### src/rtl/axis_frame_arbiter_pkg.sv
// rtl/axis_frame_arbiter_pkg.sv - shared types and constants for the frame arbiter
package axis_frame_arbiter_pkg;

    typedef enum logic {
        ST_IDLE  = 1'b0,
        ST_GRANT = 1'b1
    } state_t;

    localparam int SOF_BIT   = 0;
    localparam int SID_WIDTH = 1;

    typedef logic [SID_WIDTH-1:0] sid_t;

endpackage

### src/rtl/axis_rr_picker.sv
// rtl/axis_rr_picker.sv - combinational two-way round-robin picker
module axis_rr_picker
    import axis_frame_arbiter_pkg::*;
(
    input  logic [1:0] req,
    input  sid_t       last_ptr,
    output logic       grant_valid,
    output sid_t       grant_id
);

    // A lone requester wins; with two, the one not served last wins.
    always_comb begin
        grant_valid = |req;
        if (req == 2'b11) begin
            grant_id = ~last_ptr;
        end else begin
            grant_id = sid_t'(req[1]);
        end
    end

endmodule

### src/rtl/axis_frame_arbiter.sv
// rtl/axis_frame_arbiter.sv - frame-granular two-source AXIS arbiter (optional watchdog: AXIS_FRAME_ARBITER_TIMEOUT_EN)
module axis_frame_arbiter
    import axis_frame_arbiter_pkg::*;
#(
    parameter int AXIS_DATA_WIDTH      = 8,
    parameter int AXIS_DATA_USER_WIDTH = 1,
    parameter int LINE_COUNT_WIDTH     = 16,
    parameter int TIMEOUT_CYCLES       = 1000000
) (
    input  logic                            i_axi_clk,
    input  logic                            i_axi_rst,
    input  logic                            i_enable,
    input  logic [LINE_COUNT_WIDTH-1:0]     i_lines_per_frame,
    input  logic                            i_clear,
    input  logic [AXIS_DATA_USER_WIDTH-1:0] i_s0_tuser,
    input  logic                            i_s0_tvalid,
    input  logic                            i_s0_tlast,
    input  logic [AXIS_DATA_WIDTH-1:0]      i_s0_tdata,
    output logic                            o_s0_tready,
    input  logic [AXIS_DATA_USER_WIDTH-1:0] i_s1_tuser,
    input  logic                            i_s1_tvalid,
    input  logic                            i_s1_tlast,
    input  logic [AXIS_DATA_WIDTH-1:0]      i_s1_tdata,
    output logic                            o_s1_tready,
    output logic [AXIS_DATA_USER_WIDTH-1:0] o_m_tuser,
    output logic                            o_m_tvalid,
    output logic                            o_m_tlast,
    output logic [AXIS_DATA_WIDTH-1:0]      o_m_tdata,
    input  logic                            i_m_tready,
    output logic                            o_busy,
    output logic                            o_grant_id,
    output logic                            o_short_frame_stb,
    output logic                            o_timeout
);

    state_t                              state;
    sid_t                                grant_id;
    sid_t                                last_ptr;
    logic                                first_beat;
    logic [LINE_COUNT_WIDTH-1:0]         line_cnt;
    logic [LINE_COUNT_WIDTH-1:0]         cnt_inc;
    logic                                short_stb;

    logic                                s0_req;
    logic                                s1_req;
    logic                                pick_valid;
    sid_t                                pick_id;

    logic [AXIS_DATA_USER_WIDTH-1:0]     g_user;
    logic                                g_valid;
    logic                                g_last;
    logic [AXIS_DATA_WIDTH-1:0]          g_data;
    logic                                g_abort;
    logic                                g_hs;
    logic                                frame_done;

    assign s0_req = i_s0_tvalid & i_s0_tuser[SOF_BIT];
    assign s1_req = i_s1_tvalid & i_s1_tuser[SOF_BIT];

    axis_rr_picker u_picker (
        .req         ({s1_req, s0_req}),
        .last_ptr    (last_ptr),
        .grant_valid (pick_valid),
        .grant_id    (pick_id)
    );

    // Select the granted source's stream fields.
    always_comb begin
        if (grant_id == sid_t'(1)) begin
            g_user  = i_s1_tuser;
            g_valid = i_s1_tvalid;
            g_last  = i_s1_tlast;
            g_data  = i_s1_tdata;
        end else begin
            g_user  = i_s0_tuser;
            g_valid = i_s0_tvalid;
            g_last  = i_s0_tlast;
            g_data  = i_s0_tdata;
        end
    end

    // A fresh SOF after the first beat cuts the frame short and is held back for re-arbitration.
    assign g_abort = (state == ST_GRANT) && g_valid && g_user[SOF_BIT] && !first_beat;
    assign g_hs    = (state == ST_GRANT) && g_valid && i_m_tready && !g_abort;
    assign cnt_inc = (&line_cnt) ? line_cnt : line_cnt + 1'b1;
    assign frame_done = g_hs && g_last && (i_lines_per_frame != '0) && (cnt_inc == i_lines_per_frame);

    // Handshake routing: drop pre-SOF beats in IDLE, pass the granted source straight through in GRANT.
    always_comb begin
        o_s0_tready = 1'b0;
        o_s1_tready = 1'b0;
        o_m_tvalid  = 1'b0;
        o_m_tuser   = g_user;
        o_m_tlast   = g_last;
        o_m_tdata   = g_data;
        if (i_axi_rst) begin
            if (state == ST_IDLE) begin
                o_s0_tready = i_s0_tvalid & ~i_s0_tuser[SOF_BIT];
                o_s1_tready = i_s1_tvalid & ~i_s1_tuser[SOF_BIT];
            end else if (!g_abort) begin
                o_m_tvalid = g_valid;
                if (grant_id == sid_t'(1)) begin
                    o_s1_tready = i_m_tready;
                end else begin
                    o_s0_tready = i_m_tready;
                end
            end
        end
    end

`ifdef AXIS_FRAME_ARBITER_TIMEOUT_EN
    localparam int STALL_W = (TIMEOUT_CYCLES > 1) ? $clog2(TIMEOUT_CYCLES) : 1;
    localparam logic [STALL_W-1:0] STALL_LAST = STALL_W'(TIMEOUT_CYCLES - 1);

    logic [STALL_W-1:0] stall_cnt;
    logic               timeout_q;
    logic               stall_hit;

    assign stall_hit = (state == ST_GRANT) && !g_hs && !g_abort && (stall_cnt == STALL_LAST);
    assign o_timeout = timeout_q;

    // Watchdog: count granted cycles without a handshake; sticky flag cleared by i_clear unless set again.
    always_ff @(posedge i_axi_clk) begin
        if (!i_axi_rst) begin
            stall_cnt <= '0;
            timeout_q <= 1'b0;
        end else begin
            if (i_clear) begin
                timeout_q <= 1'b0;
            end
            if (state != ST_GRANT || g_hs || g_abort || stall_hit) begin
                stall_cnt <= '0;
            end else begin
                stall_cnt <= stall_cnt + 1'b1;
            end
            if (stall_hit) begin
                timeout_q <= 1'b1;
            end
        end
    end
`else
    localparam int unused_timeout_cycles = TIMEOUT_CYCLES;
    logic unused_clear;
    logic stall_hit;
    assign unused_clear = i_clear;
    assign stall_hit    = 1'b0;
    assign o_timeout    = 1'b0;
`endif

    // Frame FSM: arbitrate on SOF in IDLE, hold the grant until line count, early SOF or stall.
    always_ff @(posedge i_axi_clk) begin
        if (!i_axi_rst) begin
            state      <= ST_IDLE;
            grant_id   <= '0;
            last_ptr   <= sid_t'(1);
            first_beat <= 1'b0;
            line_cnt   <= '0;
            short_stb  <= 1'b0;
        end else begin
            short_stb <= 1'b0;
            case (state)
                ST_IDLE: begin
                    if (i_enable && pick_valid) begin
                        state      <= ST_GRANT;
                        grant_id   <= pick_id;
                        first_beat <= 1'b1;
                        line_cnt   <= '0;
                    end
                end
                ST_GRANT: begin
                    if (g_abort) begin
                        state     <= ST_IDLE;
                        line_cnt  <= '0;
                        short_stb <= (i_lines_per_frame != '0);
                    end else if (frame_done) begin
                        state    <= ST_IDLE;
                        line_cnt <= '0;
                        last_ptr <= grant_id;
                    end else if (g_hs) begin
                        first_beat <= 1'b0;
                        if (g_last) begin
                            line_cnt <= cnt_inc;
                        end
                    end else if (stall_hit) begin
                        state    <= ST_IDLE;
                        line_cnt <= '0;
                        last_ptr <= grant_id;
                    end
                end
                default: state <= ST_IDLE;
            endcase
        end
    end

    assign o_busy            = (state == ST_GRANT);
    assign o_grant_id        = grant_id;
    assign o_short_frame_stb = short_stb;

endmodule

### config.mk
export PLATFORM = sky130hd
export DESIGN_NAME = axis_frame_arbiter
export DESIGN_NICKNAME = d
export VERILOG_FILES = /design/src/rtl/axis_frame_arbiter_pkg.sv /design/src/rtl/axis_rr_picker.sv /design/src/rtl/axis_frame_arbiter.sv
export SDC_FILE = /design/constraint.sdc
export NUM_CORES = 1
export LEC_CHECK = 0
export ABC_AREA = 1
export CAP_MARGIN = 10
export CORE_UTILIZATION = 30
export DETAILED_ROUTE_END_ITERATION = 6
export DONT_BUFFER_PORTS = 1
export REMOVE_ABC_BUFFERS = 1
export SYNTH_ARGS = -nofsm -noshare
export SYNTH_HDL_FRONTEND = slang
export SYNTH_SLANG_ARGS = --single-unit
export TNS_END_PERCENT = 30
### constraint.sdc
create_clock -name i_axi_clk -period 5.45 [get_ports i_axi_clk]
set_input_delay 1.635 -clock i_axi_clk [delete_from_list [all_inputs] [get_ports i_axi_clk]]
set_output_delay 1.635 -clock i_axi_clk [all_outputs]
set_load 0.1 [all_outputs]
==> After elaboration in Yosys (flattened, before gate mapping) <==
Index checks and enable logic that the tools add are counted.
{ "word_totals": {"register_bits": 21, "input_bits": 43, "out_inout_bits": 17, "elab_cells": 75} }
{ "op_classes": {"addsub": 1, "eq_ne": 8, "mux": 32, "bitwise": 9, "n_reduce_logical": 19} }
{ "op_table": {"columns": ["operator", "count"], "rows": [
  ["$mux W16", 6],
  ["$pmux W16 S2", 1],
  ["$mux W1", 22],
  ["$add A16 B1 Y16 const B", 1],
  ["$eq A16 B16 Y1", 1],
  ["$reduce_and A16 Y1", 1],
  ["$reduce_bool A16 Y1", 1],
  ["$logic_and A1 B1 Y1", 9],
  ["$reduce_and A3 Y1", 3],
  ["$mux W8", 1],
  ["$ne A4 B1 Y1 const B", 2],
  ["$not A1 Y1", 5],
  ["$and A1 B1 Y1", 4],
  ["$ne A2 B1 Y1 const B", 2],
  ["$ne A2 B2 Y1 const B", 2],
  ["$pmux W1 S2", 2],
  ["$reduce_and A4 Y1", 1],
  ["$eq A2 B2 Y1 const B", 1],
  ["$logic_not A1 Y1", 2],
  ["$reduce_and A2 Y1", 1],
  ["$reduce_or A2 Y1", 1]
]} }

==> Depth between registers and ports, before layout <==
{ "depth": {"word_depth": 12, "depth_mapped": 19, "mapped_depth_nobuf": 17} }

==> By module <==
A second synthesis with hierarchy kept.
{ "unflattened": {"cells_unflattened": 353, "area_unflattened_um2": 1979.4} }
{ "modules_own_cells": {"columns": ["mod", "instances", "cells_each", "area_per_inst_um2", "seq_area_each_um2"], "rows": [
  ["axis_frame_arbiter", 1, 350, 1964.4, 420.4],
  ["axis_rr_picker", 1, 3, 15.0, 0.0]
]} }

==> Worst setup path after synthesis <==
Ideal clock, no wire load.
{ "synth_timing": {"path_kind": "input to output", "from": "input port i_s1_tuser", "to": "output port o_m_tvalid", "t_arrival_ps": 5962, "required_time_ps": 3815, "slack_ps": -2147, "path_stages": 5, "path_buffers": 0, "path_cell_list": "nand2_1 o21ai_0 nand2_1 nor3_1 nor4_1"} }
{ "synth_via": {"elab_chain_cells": 6} }
{ "synth_lines": {"columns": ["item", "line_no", "source"], "rows": [
  ["start, declared", "axis_frame_arbiter.sv:20", "input logic [AXIS_DATA_USER_WIDTH-1:0] i_s1_tuser,"],
  ["$mux W1", "axis_frame_arbiter.sv:69", "if (grant_id == sid_t'(1)) begin"],
  ["named net o_m_tuser", "axis_frame_arbiter.sv:25", "output logic [AXIS_DATA_USER_WIDTH-1:0] o_m_tuser,"],
  ["$logic_and A1 B1 Y1 (2 in series)", "axis_frame_arbiter.sv:83", "assign g_abort = (state == ST_GRANT) && g_valid && g_user[SOF_BIT] && !first_beat;"],
  ["$mux W1", "axis_frame_arbiter.sv:100", "end else if (!g_abort) begin"],
  ["$mux W1", "axis_frame_arbiter.sv:97", "if (state == ST_IDLE) begin"],
  ["$mux W1", "axis_frame_arbiter.sv:96", "if (i_axi_rst) begin"],
  ["end, declared", "axis_frame_arbiter.sv:26", "output logic o_m_tvalid,"]
]} }
The timed path passes the listed nets, and every way through them passes these cells.

==> Worst setup path after layout <==
{ "layout_timing": {"from": "input port i_s0_tvalid", "to": "output port o_s0_tready"} }
{ "layout_via": {"elab_chain_cells": 7, "elab_cells_between_ends": 8, "cone_classes": "mux (4); bitwise (1); reduce/logical (3)"} }
{ "layout_lines": {"columns": ["item", "line_no", "source"], "rows": [
  ["start, declared", "axis_frame_arbiter.sv:16", "input logic i_s0_tvalid,"],
  ["$mux W1", "axis_frame_arbiter.sv:69", null],
  ["$logic_and A1 B1 Y1 (3 in series)", "axis_frame_arbiter.sv:83", null],
  ["$mux W1", "axis_frame_arbiter.sv:100", null],
  ["$mux W1 *", "axis_frame_arbiter.sv:97", null],
  ["$mux W1 *", "axis_frame_arbiter.sv:96", null],
  ["end, declared", "axis_frame_arbiter.sv:19", "output logic o_s0_tready,"]
]} }
Mark *: on every way between the ends. The rest lies on a longest branch, timed or not.

==> flow_summary.toml <==
[drt]
vias_per_cell = 4.73
postRouteWirelength_um = 5690
drt-initial-drc-count = 125
drc_errors = 0
drt_first_pass_iters = 4
vias = 2166
postRouteAntennaNets = 0
wl_per_cell_um = 12.4

[synth]
synth-adder-area-share = 0.00596
synth.top_cell.area_share = 0.207
ys.flop_type = "dfxtp_1"
synth.cell_area_um2 = 2100
synth_top_area_cell = "nand2_1"
synth-compound-area-share = 0.144
synthTopCellsByCount = "nand2_1, inv_1, nand3_1, nor2_1, dfxtp_1"
syn_area_per_cell_um2 = 5.79
ys_seq_area_frac = 0.200
syn_inst = 363
yosysWarnings = 0
yosys.area_share.xor_xnor = 0.0167
synthSimpleGateAreaFrac = 0.501
synth_top_family_by_area = "simple AND/OR/NAND/NOR gates"
post-synth-top-count-cell = "nand2_1"
yosysUniqueCellTypes = 34
ys_ff_latch = 21
synth_area_leaders = "nand2_1, dfxtp_1, nand3_1"
synth_mux_area_frac = 0
synth-edff-count = 0
async_reset_ff_frac = 0

[layout]
nNetsFinal = 407
fin_area_um2 = 2300
layout-drive-gt1-share = 0.152
multi_input_area_um2 = 1430
register_area_um2 = 420
fillers = 752
synthToLayoutAreaGrowth_pct = 9.35
antennaDiodeCount = 0

[die]
fp.coreArea_um2 = 6790
die_x_um = 85.7
io-pin-count = 60
dieHeight_um = 85.7
dieArea_um2 = 7340
num_rows = 30
start_util = 0.309

[placement]
gp_congestion = 0.815
postPlaceCellArea_um2 = 2250
port_buffers = 0
hpwl_um = 4250

[timing]
min_period_over_period = 0.819
timing.final.max_slew_violations = 0
finalSetupViolCount = 0
slew_headroom = 0.318
whs_ns = 0.476
skew_ns = 0.00233
grt_setup_unrepaired = "no"
hold_viol = 0
tightest_slew_ns = 1.02
max_freq_ghz = 0.224
fin_crit_ns = 4.46

[global_route]
grt_antenna_before_repair = 0
grt_pass1_wl_um = 9490
grt_overflow = 0
grt_usage = 0.159
grt_pass1_vias = 2032
grt_max_degree = 33

[setup_path]
endpoint_kind = "primary output"
crit_fanout = 3
timing.setup.critical_path_class = "in2out"
cp.arrival_ns = 2.83
cp-start-kind = "primary input"
cp.required_ns = 3.82

[hold_path]
hp-class = "reg2reg"

[pwr]
ir_drop_mv = 0.0732
p_per_area_nw_per_um2 = 206
power.leakage_nw = 1.03

[cts]
htreeDepth = 1
postCtsSetupBuffers = 0
cts_root_buf = "clkbuf_8"
cts_buffers = 3
ctsHoldBuffers = 0
clk_pin_slew_ns = 0.08
post_cts_resize_count = 0
cts_tree = "yes"
insertion_delay_ns = 0.26
cts.sinks = 21
cts_buffer_depth = 2

[status]
status = "finished clean"

[job]
maxCapViolCount = 0
## power by group
part | internal, mW | total, mW | switching [mW]
registers | 0.168 | 0.185 | 0.0179
logic | 0.0475 | 0.180 | 0.132
clock network | 0.0522 | 0.109 | 0.0564
total | 0.267 | 0.474 | 0.207
## final timing paths
check                                                end  slack [ns]                     from  cells after the start
worst min-delay path             first_beat$_SDFFE_PN0P_        0.48  first_beat$_SDFFE_PN0P_                      2
worst max register to register  line_cnt[3]$_SDFFE_PN0P_        2.20  o_grant_id$_SDFFE_PN0P_                      9
worst min register to register   first_beat$_SDFFE_PN0P_        0.48  first_beat$_SDFFE_PN0P_                      2
worst max-delay path                         o_s0_tready        0.99              i_s0_tvalid                      8
## sequential cells by signal, indices dropped and copies added, names as in the netlist
signal	count
o_busy	1
line_cnt	16
o_short_frame_stb	1
last_ptr	1
o_grant_id	1
first_beat	1
## cell usage in the layout (no fill, tap or decap), types with 2 or more instances in the layout
cell      Yosys  layout
a21oi_1      15      13
a21oi_2       7       9
buf_12        1       2
buf_4         2       5
clkbuf_8      0       3
dfxtp_1      21      21
inv_1        46      46
inv_2         3       3
nand2_1     116     116
nand2_2       7       7
nand2_4       3       3
nand3_1      40      40
nand3_2       8       8
nand4_1      11      11
nor2_1       24      24
nor2_2        7       7
nor2_4        3       3
o21ai_0      20      19
o21ai_1       2       2
o21bai_1      4       4
xnor2_1       2       2
xor2_1        2       2
## logic make-up (layout without fill, tap and decap cells)
| family | Yosys count | in the layout |
|---|---|---|
| flops | 21 | 21 |
| buf+inv | 62 | 61 |
| compound gates | 51 | 51 |
| simple gates | 223 | 223 |
| xor+xnor | 4 | 4 |
| fa+ha+maj | 1 | 1 |
| other cells | 1 | 1 |
## layout make-up
type	count	area share
Sequential cell	21	0.183
Inverter	49	0.0801
Multi-Input combinational cell	280	0.620
Timing Repair Buffer	8	0.0447
Tap cell	96	0.0523
Clock buffer	4	0.0196
## metal layers
layer  routed length (um)  GRT usage  vias to the layer above
met5                    0          0                        -
met4                   65     0.0409                        0
met3                  251     0.0250                        7
met2                 2620      0.260                       34
met1                 2750      0.218                      963
li1                     -          -                     1162
## worst max-delay path: stages
cell and delay (ns):
inv_1 0.05, nor2_1 0.04, a21oi_1 0.26, nor3_1 0.15, nor2_1 0.18, nand3_1 0.11, a21oi_2 0.21, buf_12 0.20
## per-stage QoR
step | setup slack (ns) | total power [mW] | std cells | util | setup TNS [ns]
3_5_place_dp | 0.993 | 0.368 | 454 | 0.331 | 0
5_1_grt | 0.865 | 0.509 | 458 | 0.338 | 0
3_3_place_gp | 1.04 | 0.365 | 454 | 0.331 | 0
2_1_floorplan | -2.15 | 0.334 | 350 | - | -9.89
4_1_cts | 0.990 | 0.478 | 458 | 0.338 | 0
6_report | 0.986 | 0.474 | 458 | 0.338 | 0
Power figures use the tool's default switching activity.
